===== src/rtl/l0_skew_fifo_if.sv =====
`default_nettype none
// ============================================================================
// Module   : l0_skew_fifo_if
// Purpose  : Write/launch handshake and skewed per-row outputs of the L0 buffer.
// Revision : 1.0
// ============================================================================
interface l0_skew_fifo_if #(
    parameter int ROW = 8,
    parameter int BW  = 4
);
    logic                wr;
    logic [ROW*BW-1:0]   in;
    logic                rd;
    logic [2:0]          inst_in;
    logic [ROW*BW-1:0]   out;
    logic [ROW*3-1:0]    out_inst;
    logic [ROW-1:0]      out_valid;
    logic                o_full;
    logic                o_ready;
    logic                o_empty;
    logic                o_underrun;

    modport master (
        output wr, in, rd, inst_in,
        input  out, out_inst, out_valid, o_full, o_ready, o_empty, o_underrun
    );

    modport slave (
        input  wr, in, rd, inst_in,
        output out, out_inst, out_valid, o_full, o_ready, o_empty, o_underrun
    );
endinterface
`default_nettype wire


===== src/rtl/l0_skew_fifo.sv =====
`default_nettype none
// ============================================================================
// Module   : l0_skew_fifo
// Purpose  : Per-row input FIFOs for the mac_tile west edge, popped on a diagonal skew.
// Revision : 1.0
// ============================================================================
module l0_skew_fifo #(
    parameter int ROW   = 8,
    parameter int BW    = 4,
    parameter int DEPTH = 64
) (
    input  wire logic         clk,
    input  wire logic         reset,
    l0_skew_fifo_if.slave     bus
);
    localparam int               c_aw       = $clog2(DEPTH);
    localparam logic [c_aw:0]    c_full_cnt = DEPTH[c_aw:0];

    logic             w_full;
    logic             w_empty;
    logic             w_launch;
    logic             w_wr_ok;
    logic [ROW-1:0]   w_rd_q;
    logic [2:0]       w_inst_q [ROW];
    logic [ROW-1:0]   w_starve;

    logic [ROW-1:1]   r_rd_q;
    logic [2:0]       r_inst_q [1:ROW-1];
    logic             r_underrun;

    assign w_wr_ok = bus.wr & ~w_full;

    // Row 0 acts on rd directly; deeper rows see the launch through a delay line.
    always_comb begin
        w_rd_q      = '0;
        w_rd_q[0]   = w_launch;
        w_inst_q[0] = bus.inst_in;
        for (int r = 1; r < ROW; r++) begin
            w_rd_q[r]   = r_rd_q[r];
            w_inst_q[r] = r_inst_q[r];
        end
    end

    always_ff @(posedge clk) begin
        if (reset) begin
            r_rd_q <= '0;
            for (int r = 1; r < ROW; r++) begin
                r_inst_q[r] <= 3'b000;
            end
        end else begin
            for (int r = 1; r < ROW; r++) begin
                r_rd_q[r]   <= w_rd_q[r-1];
                r_inst_q[r] <= w_inst_q[r-1];
            end
        end
    end

    for (genvar r = 0; r < ROW; r++) begin : g_row
        logic [BW-1:0]   r_mem [DEPTH];
        logic [c_aw-1:0] r_wptr;
        logic [c_aw-1:0] r_rptr;
        logic [c_aw:0]   r_count;
        logic [BW-1:0]   r_out;
        logic [2:0]      r_out_inst;
        logic            r_valid;
        logic            w_pop;

        assign w_pop       = w_rd_q[r] & (r_count != '0);
        assign w_starve[r] = w_rd_q[r] & (r_count == '0);

        if (r == 0) begin : g_head
            assign w_full   = (r_count == c_full_cnt);
            assign w_launch = bus.rd & (r_count != '0);
        end

        if (r == ROW - 1) begin : g_last
            assign w_empty = (r_count == '0);
        end

        always_ff @(posedge clk) begin
            if (w_wr_ok) begin
                r_mem[r_wptr] <= bus.in[r*BW +: BW];
            end
        end

        always_ff @(posedge clk) begin
            if (reset) begin
                r_wptr     <= '0;
                r_rptr     <= '0;
                r_count    <= '0;
                r_out      <= '0;
                r_out_inst <= 3'b000;
                r_valid    <= 1'b0;
            end else begin
                if (w_wr_ok) begin
                    r_wptr <= r_wptr + 1'b1;
                end
                if (w_pop) begin
                    r_rptr     <= r_rptr + 1'b1;
                    r_out      <= r_mem[r_rptr];
                    r_out_inst <= w_inst_q[r];
                    r_valid    <= 1'b1;
                end else begin
                    // Data holds; a zero instruction parks the tile.
                    r_out_inst <= 3'b000;
                    r_valid    <= 1'b0;
                end
                r_count <= r_count + {{c_aw{1'b0}}, w_wr_ok} - {{c_aw{1'b0}}, w_pop};
            end
        end

        assign bus.out[r*BW +: BW]     = r_out;
        assign bus.out_inst[r*3 +: 3]  = r_out_inst;
        assign bus.out_valid[r]        = r_valid;
    end

    always_ff @(posedge clk) begin
        if (reset) begin
            r_underrun <= 1'b0;
        end else if (|w_starve) begin
            r_underrun <= 1'b1;
        end
    end

    assign bus.o_full     = w_full;
    assign bus.o_ready    = ~w_full;
    assign bus.o_empty    = w_empty;
    assign bus.o_underrun = r_underrun;
endmodule
`default_nettype wire

===== src/flat_wrapper.sv =====
// flat-port wrapper written by rule: the top's interface ports become plain ports
module l0_skew_fifo_flat 
#(
    parameter int ROW   = 8,
    parameter int BW    = 4,
    parameter int DEPTH = 64
)
  (clk, reset, bus_wr, bus_in, bus_rd, bus_inst_in, bus_out, bus_out_inst, bus_out_valid, bus_o_full, bus_o_ready, bus_o_empty, bus_o_underrun);
  l0_skew_fifo_if #(.ROW(ROW), .BW(BW)) bus_i ();
  input  wire logic clk;
  input  wire logic reset;
  input wire logic [$bits(bus_i.wr)-1:0] bus_wr;
  input wire logic [$bits(bus_i.in)-1:0] bus_in;
  input wire logic [$bits(bus_i.rd)-1:0] bus_rd;
  input wire logic [$bits(bus_i.inst_in)-1:0] bus_inst_in;
  output wire logic [$bits(bus_i.out)-1:0] bus_out;
  output wire logic [$bits(bus_i.out_inst)-1:0] bus_out_inst;
  output wire logic [$bits(bus_i.out_valid)-1:0] bus_out_valid;
  output wire logic [$bits(bus_i.o_full)-1:0] bus_o_full;
  output wire logic [$bits(bus_i.o_ready)-1:0] bus_o_ready;
  output wire logic [$bits(bus_i.o_empty)-1:0] bus_o_empty;
  output wire logic [$bits(bus_i.o_underrun)-1:0] bus_o_underrun;
  assign bus_i.wr = bus_wr;
  assign bus_i.in = bus_in;
  assign bus_i.rd = bus_rd;
  assign bus_i.inst_in = bus_inst_in;
  assign bus_out = bus_i.out;
  assign bus_out_inst = bus_i.out_inst;
  assign bus_out_valid = bus_i.out_valid;
  assign bus_o_full = bus_i.o_full;
  assign bus_o_ready = bus_i.o_ready;
  assign bus_o_empty = bus_i.o_empty;
  assign bus_o_underrun = bus_i.o_underrun;
  l0_skew_fifo #(.ROW(ROW), .BW(BW), .DEPTH(DEPTH)) u_core (.clk(clk), .reset(reset), .bus(bus_i));
endmodule

===== config.mk =====
export PLATFORM = sky130hd
export DESIGN_NAME = l0_skew_fifo_flat
export DESIGN_NICKNAME = d
export VERILOG_FILES = /design/src/rtl/l0_skew_fifo_if.sv /design/src/rtl/l0_skew_fifo.sv /design/src/flat_wrapper.sv
export SDC_FILE = /design/constraint.sdc
export NUM_CORES = 2
export LEC_CHECK = 0
export BUFFER_PORTS_ARGS = -buffer_cell sky130_fd_sc_hd__buf_2
export CORE_MARGIN = 4
export CORE_UTILIZATION = 30
export CTS_BUF_LIST = sky130_fd_sc_hd__clkbuf_2
export DETAILED_ROUTE_END_ITERATION = 7
export SLEW_MARGIN = 10
export SYNTH_ARGS = -nofsm -noshare
export SYNTH_HDL_FRONTEND = slang
export SYNTH_SLANG_ARGS = --single-unit

===== constraint.sdc =====
create_clock -name clk -period 4 [get_ports clk]
set_input_delay 0.2 -clock clk [delete_from_list [all_inputs] [get_ports clk]]
set_output_delay 0.2 -clock clk [all_outputs]
set_load 0.1 [all_outputs]

* Word-level counts from Yosys, hierarchy flattened
Memories as Yosys holds them, arrays and structs flattened. A register that Yosys moved wholly into a read port is not among the register bits. Index checks and enable logic that the tools add are counted.
Word-level totals: flip-flop bits (word level) 189, RAM bits 2069, input bits 39, output and inout port bits 68, logic and storage cells 162, memories 9
Cells by class: add/subtract/negate cells 32, eq/ne operators 1, mux-type cells 20, bitwise operators 34, reduce and logical (&&, ||, !) cells 25
Memory list:
- u_core.g_row[0].r_mem | depth 64, bits a word 4, read ports 1, clocked after Yosys merged registers in 1, write ports 1, RTL line l0_skew_fifo.sv:59 | logic [BW-1:0] r_mem [DEPTH];
- u_core.g_row[1].r_mem | depth 64, bits a word 4, read ports 1, clocked after Yosys merged registers in 1, write ports 1, RTL line l0_skew_fifo.sv:59
- u_core.g_row[2].r_mem | depth 64, bits a word 4, read ports 1, clocked after Yosys merged registers in 1, write ports 1, RTL line l0_skew_fifo.sv:59
- u_core.g_row[3].r_mem | depth 64, bits a word 4, read ports 1, clocked after Yosys merged registers in 1, write ports 1, RTL line l0_skew_fifo.sv:59
- u_core.g_row[4].r_mem | depth 64, bits a word 4, read ports 1, clocked after Yosys merged registers in 1, write ports 1, RTL line l0_skew_fifo.sv:59
- u_core.g_row[5].r_mem | depth 64, bits a word 4, read ports 1, clocked after Yosys merged registers in 1, write ports 1, RTL line l0_skew_fifo.sv:59
- +3 memories
Operators with widths (number):
- $add 6x1->6 const B | 16
- $add 7x1->7 | 8
- $logic_not 7->1 | 8
- $reduce_bool 7->1 | 8
- $sub 7x1->7 | 8
- $mux 3 | 7
- $and 1x1->1 | 18
- $reduce_or 2->1 | 8
- $mux 1 | 13
- $not 1->1 | 9
- $reduce_or 8->1 | 1
- $eq 7x7->1 const B | 1
- $or 1x1->1 | 7

* Longest topological paths before layout
depth in word-level cells 5, depth in mapped cells 20, gate-level depth less buffers 16

* Worst setup path before layout
OpenSTA, ideal clock, no wires.
path kind register to register, start point register u_core.g_row[7].r_count[2], end point register u_core.g_row[7].r_count[6], library setup time 132 ps, arrival 6108 ps, required time 3868 ps, slack -2240 ps, stages on the path, launching flop included 16, buffers on the path 0, clock period less this slack 6240 ps, cell sequence dfxtp_1 inv_1 ha_1 nand2_1 nor4_1 nor2_1 xnor2_1 ha_1 inv_1 fa_1 nand2b_1 a21oi_1 o21ai_0 a21oi_1 or3_1 a21oi_1
On the way: cells in the longest elaborated chain, start to end 3, elaborated cells on any way between the ends 4, classes of those cells 2 x add/sub; 1 x bitwise; 1 x reduce/logical
RTL lines:
- start, declared | RTL line l0_skew_fifo.sv:62 | logic [c_aw:0] r_count;
- start signal, assigned | RTL line l0_skew_fifo.sv:108 | r_count <= r_count + {{c_aw{1'b0}}, w_wr_ok} - {{c_aw{1'b0}}, w_pop};
- parallel branches: the longest is 2 deep, another holds $add 7x1->7
- $sub 7x1->7 (*) | RTL line l0_skew_fifo.sv:108
Mark *: on every way between the ends. A chain may end at the register's enable or synchronous reset.

* Worst setup path in the final report
start point register u_core.g_row[0].r_count[5], end point output bus_o_full
On the way: cells in the longest elaborated chain, start to end 1
RTL lines:
- start, declared | RTL line l0_skew_fifo.sv:62
- start signal, assigned | RTL line l0_skew_fifo.sv:108
- $eq 7x7->1 | RTL line l0_skew_fifo.sv:72 | assign w_full = (r_count == c_full_cnt);
- end, declared | RTL line flat_wrapper.sv:19 | output wire logic [$bits(bus_i.o_full)-1:0] bus_o_full;
Every way passes these cells.

==> out/metrics.cfg <==
[synth]
avgSynthCellArea_sq_um = 17.0
ys_seq_area_share_pct = 72.4
syn-num-nets = 5516
ys_types = 54
synthArstFlopShare_pct = 0
synth-warning-count = 0
synth_ff_type = edfxtp_1
syn_inst = 5389
synth_edf_count = 2048
syn-cell-area_sq_mm = 0.0918
ys_seq_elements = 2293

[worst_setup_path]
arrival_ps = 3350
crit_fanout = 4
critical_path.top_delay_family = buffers and inverters
critPathBufInv = 3
worstSetupPathType = register to output pin
path_cells = inv_1 -> ha_1 -> nor4bb_1 -> nand2_2 -> inv_1 -> buf_4
crit_path_end_kind = output pin
cp-start-kind = register
cp_slowest_cell = nor4bb_1
crit_top_cell = inv_1
required_ps = 3800
cp_slowest_stage_delay_ps = 430

[final_layout]
final_common_cell = edfxtp_1
num-nets-final = 6144
fin_area_sq_mm = 0.104
drive_gt1_share_pct = 26.2
final_cell_count_no_fill = 10556
layout_common_cells = edfxtp_1, clkbuf_2, nor2_1
area_growth_pct = 13.3

[floorplan]
coreArea_sq_mm = 0.304
die-area_sq_mm = 0.315
fp.dieH_um = 561
row_count = 202
ioPinCount = 107
start_util_pct = 30.2
die_w_um = 561

[flow_run]
max_cap_violations = 0

[pwr]
p_comb_share_pct = 11.3
switching_share_pct = 27.6
p_int_uw = 35000
clkPwrFrac_pct = 33.0
power_frac_seq_pct = 55.8
p_per_area_mw_per_mm2 = 465
vdd_drop_max_v = 0.000172
p_leak_uw = 0.0329
p_switching_uw = 13300

[routing]
vias = 50441
drt_iter0_markers = 4051
vias_per_cell = 4.78
wl_per_cell_um = 20.1
remaining_drc_errors = 2
antenna_left = 0
drt_first_pass_iters = 8
drt_wl_total_mm = 213

[clocking]
cts_root_buffer = clkbuf_2
clk_latency_ps = 1770
clk_path_buf_depth = 4
numCtsBuffers = 589
path_clk_slew_ps = 110
cts.sinks = 2293
htree_num_levels = 6
cts_tree = done

[sta]
tns_ps = 0
finalClockSkew_ps = 165
worst_slew_pin_slew_ps = 1030
postLayoutSetupSlackWorst_ps = 447
hold_viol = 0
period_needed_ps = 3550
period_share_pct = 88.8
finalSetupViolCount = 0
whs_ps = 254
fmax_ghz = 0.281
max_slew_margin_pct = 31.4
drv_slew = 0

[placement]
placed_cell_area_sq_mm = 0.0971
portBuffers = 106
dp_hpwl_mm = 131
dp_cells = 9384
gp_congestion = 0.781
pre_cts_slack_ps = 495

[global_routing]
grt_pass1_wl_mm = 323
grt_max_degree = 80
grtUsageTotal_pct = 13.1
grt_pass1_vias = 53070
antenna_found_initial = 9
overflow = 0

[outcome]
violations = DRC
status = complete, but fails checks

[hold_path]
min_path_type = primary input to register

[metal layers]
| layer | up-vias | GRT usage [%] | wire length [um] |
|---|---|---|---|
| met1 | 25700 | 17.5 | 92100 |
| met5 | - | 0 | 40 |
| li1 | 22674 | - | - |
| met3 | 379 | 2.86 | 13300 |
| met2 | 1684 | 21.3 | 102000 |
| met4 | 4 | 4.28 | 5190 |
[cell families (layout without fill, tap and decap cells)]
logic type / count (synthesis) / in the layout / share of synthesized area, %
DFF: 2293 / 2293 / 72.4
and+or+nand+nor: 1213 / 1213 / 6.06
muxes: 767 / 767 / 13.7
AOI/OAI and AO/OA: 506 / 506 / 3.56
buffers and inverters: 415 / 1490 / 2.04
xor gates and xnor gates: 107 / 107 / 1.02
adders and majority gates: 88 / 88 / 1.27
other: 0 / 12 / 0
[registers in the layout, indices dropped and copies added, names as in the netlist]
| register | flops |
|---|---|
| u_core.g_row.r_mem | 2048 |
| u_core.g_row.r_valid | 8 |
| u_core.r_inst_q | 21 |
| u_core.r_rd_q | 7 |
| u_core.g_row.r_wptr | 48 |
| u_core.g_row.r_count | 56 |
| u_core.g_row.r_out | 32 |
| u_core.g_row.r_out_inst | 24 |
| u_core.bus.o_underrun | 1 |
| u_core.g_row.r_rptr | 48 |
[tightest hold or removal path, cell delays in order]
cell	delay, ps
dlygate4sd3_1	550
buf_2	130
dlygate4sd3_1	830
[area by class of cell]
| class | instances | area, sq um |
|---|---|---|
| diodes | 12 | 30.0 |
| fillers | 29143 | 200000 |
| clock inverters | 195 | 1160 |
| repair buffers | 372 | 3160 |
| inverters | 80 | 300 |
| flip-flops and latches | 2293 | 66500 |
| clock buffers | 843 | 4220 |
| multi-input cells | 2681 | 23500 |
| well taps | 4080 | 5100 |
[cell usage after synthesis (42+ instances only)]
library cell	n	area, sq um
a211oi_1	56	420
a21oi_1	116	581
buf_1	57	214
buf_2	91	455
clkbuf_1	137	514
dfxtp_1	245	4900
edfxtp_1	2048	61500
ha_1	80	1000
inv_1	79	297
mux2i_1	343	3430
mux4_2	388	8740
nand2_1	153	574
nand3_1	78	390
nand3b_1	48	360
nand4_1	42	263
nor2_1	673	2530
nor2b_1	72	450
o21ai_0	115	576
o221ai_1	45	394
o22ai_1	63	394
xor2_1	71	622
[power groups by stage]
stage,clock network (uW),logic (uW),registers [uW]
after CTS,16600,5520,27000
final,15900,5450,27000
after floorplan,0,3740,27400
after detailed placement,0,5340,27500
after global routing,18000,6000,27100
after global placement,0,5240,27500
[path summary, 6_finish.rpt]
kind / start / slack [ps] / depth (start not counted) / endpoint
worst max-delay path: u_core.g_row[0].r_count[5] / 450 / 6 / bus_o_full
worst min-delay path: bus_in[6] / 250 / 3 / u_core.g_row[1].r_mem[33][2]
worst max register to register: u_core.g_row[0].r_count[5] / 470 / 16 / u_core.g_row[7].r_count[6]
worst min register to register: u_core.r_inst_q[2][2] / 380 / 1 / u_core.r_inst_q[3][2]
[what timing repair did]
item                       in CTS  in global routing
hold buffers                  122                  0
buffers inserted                0                  0
gates resized for setup         1                  0
hold endpoints to repair     3748                  0
setup endpoints to repair       1                  0
[per-stage QoR]
| stage | total power, uW | util (%) |
|---|---|---|
| 2_1_floorplan | 31200 | - |
| 3_3_place_gp | 32800 | 32.0 |
| 3_5_place_dp | 32900 | 32.0 |
| 4_1_cts | 49100 | 34.2 |
| 5_1_grt | 51000 | 34.2 |
| 6_report | 48400 | 34.2 |
No activity file was read; power rests on OpenSTA's default activity.
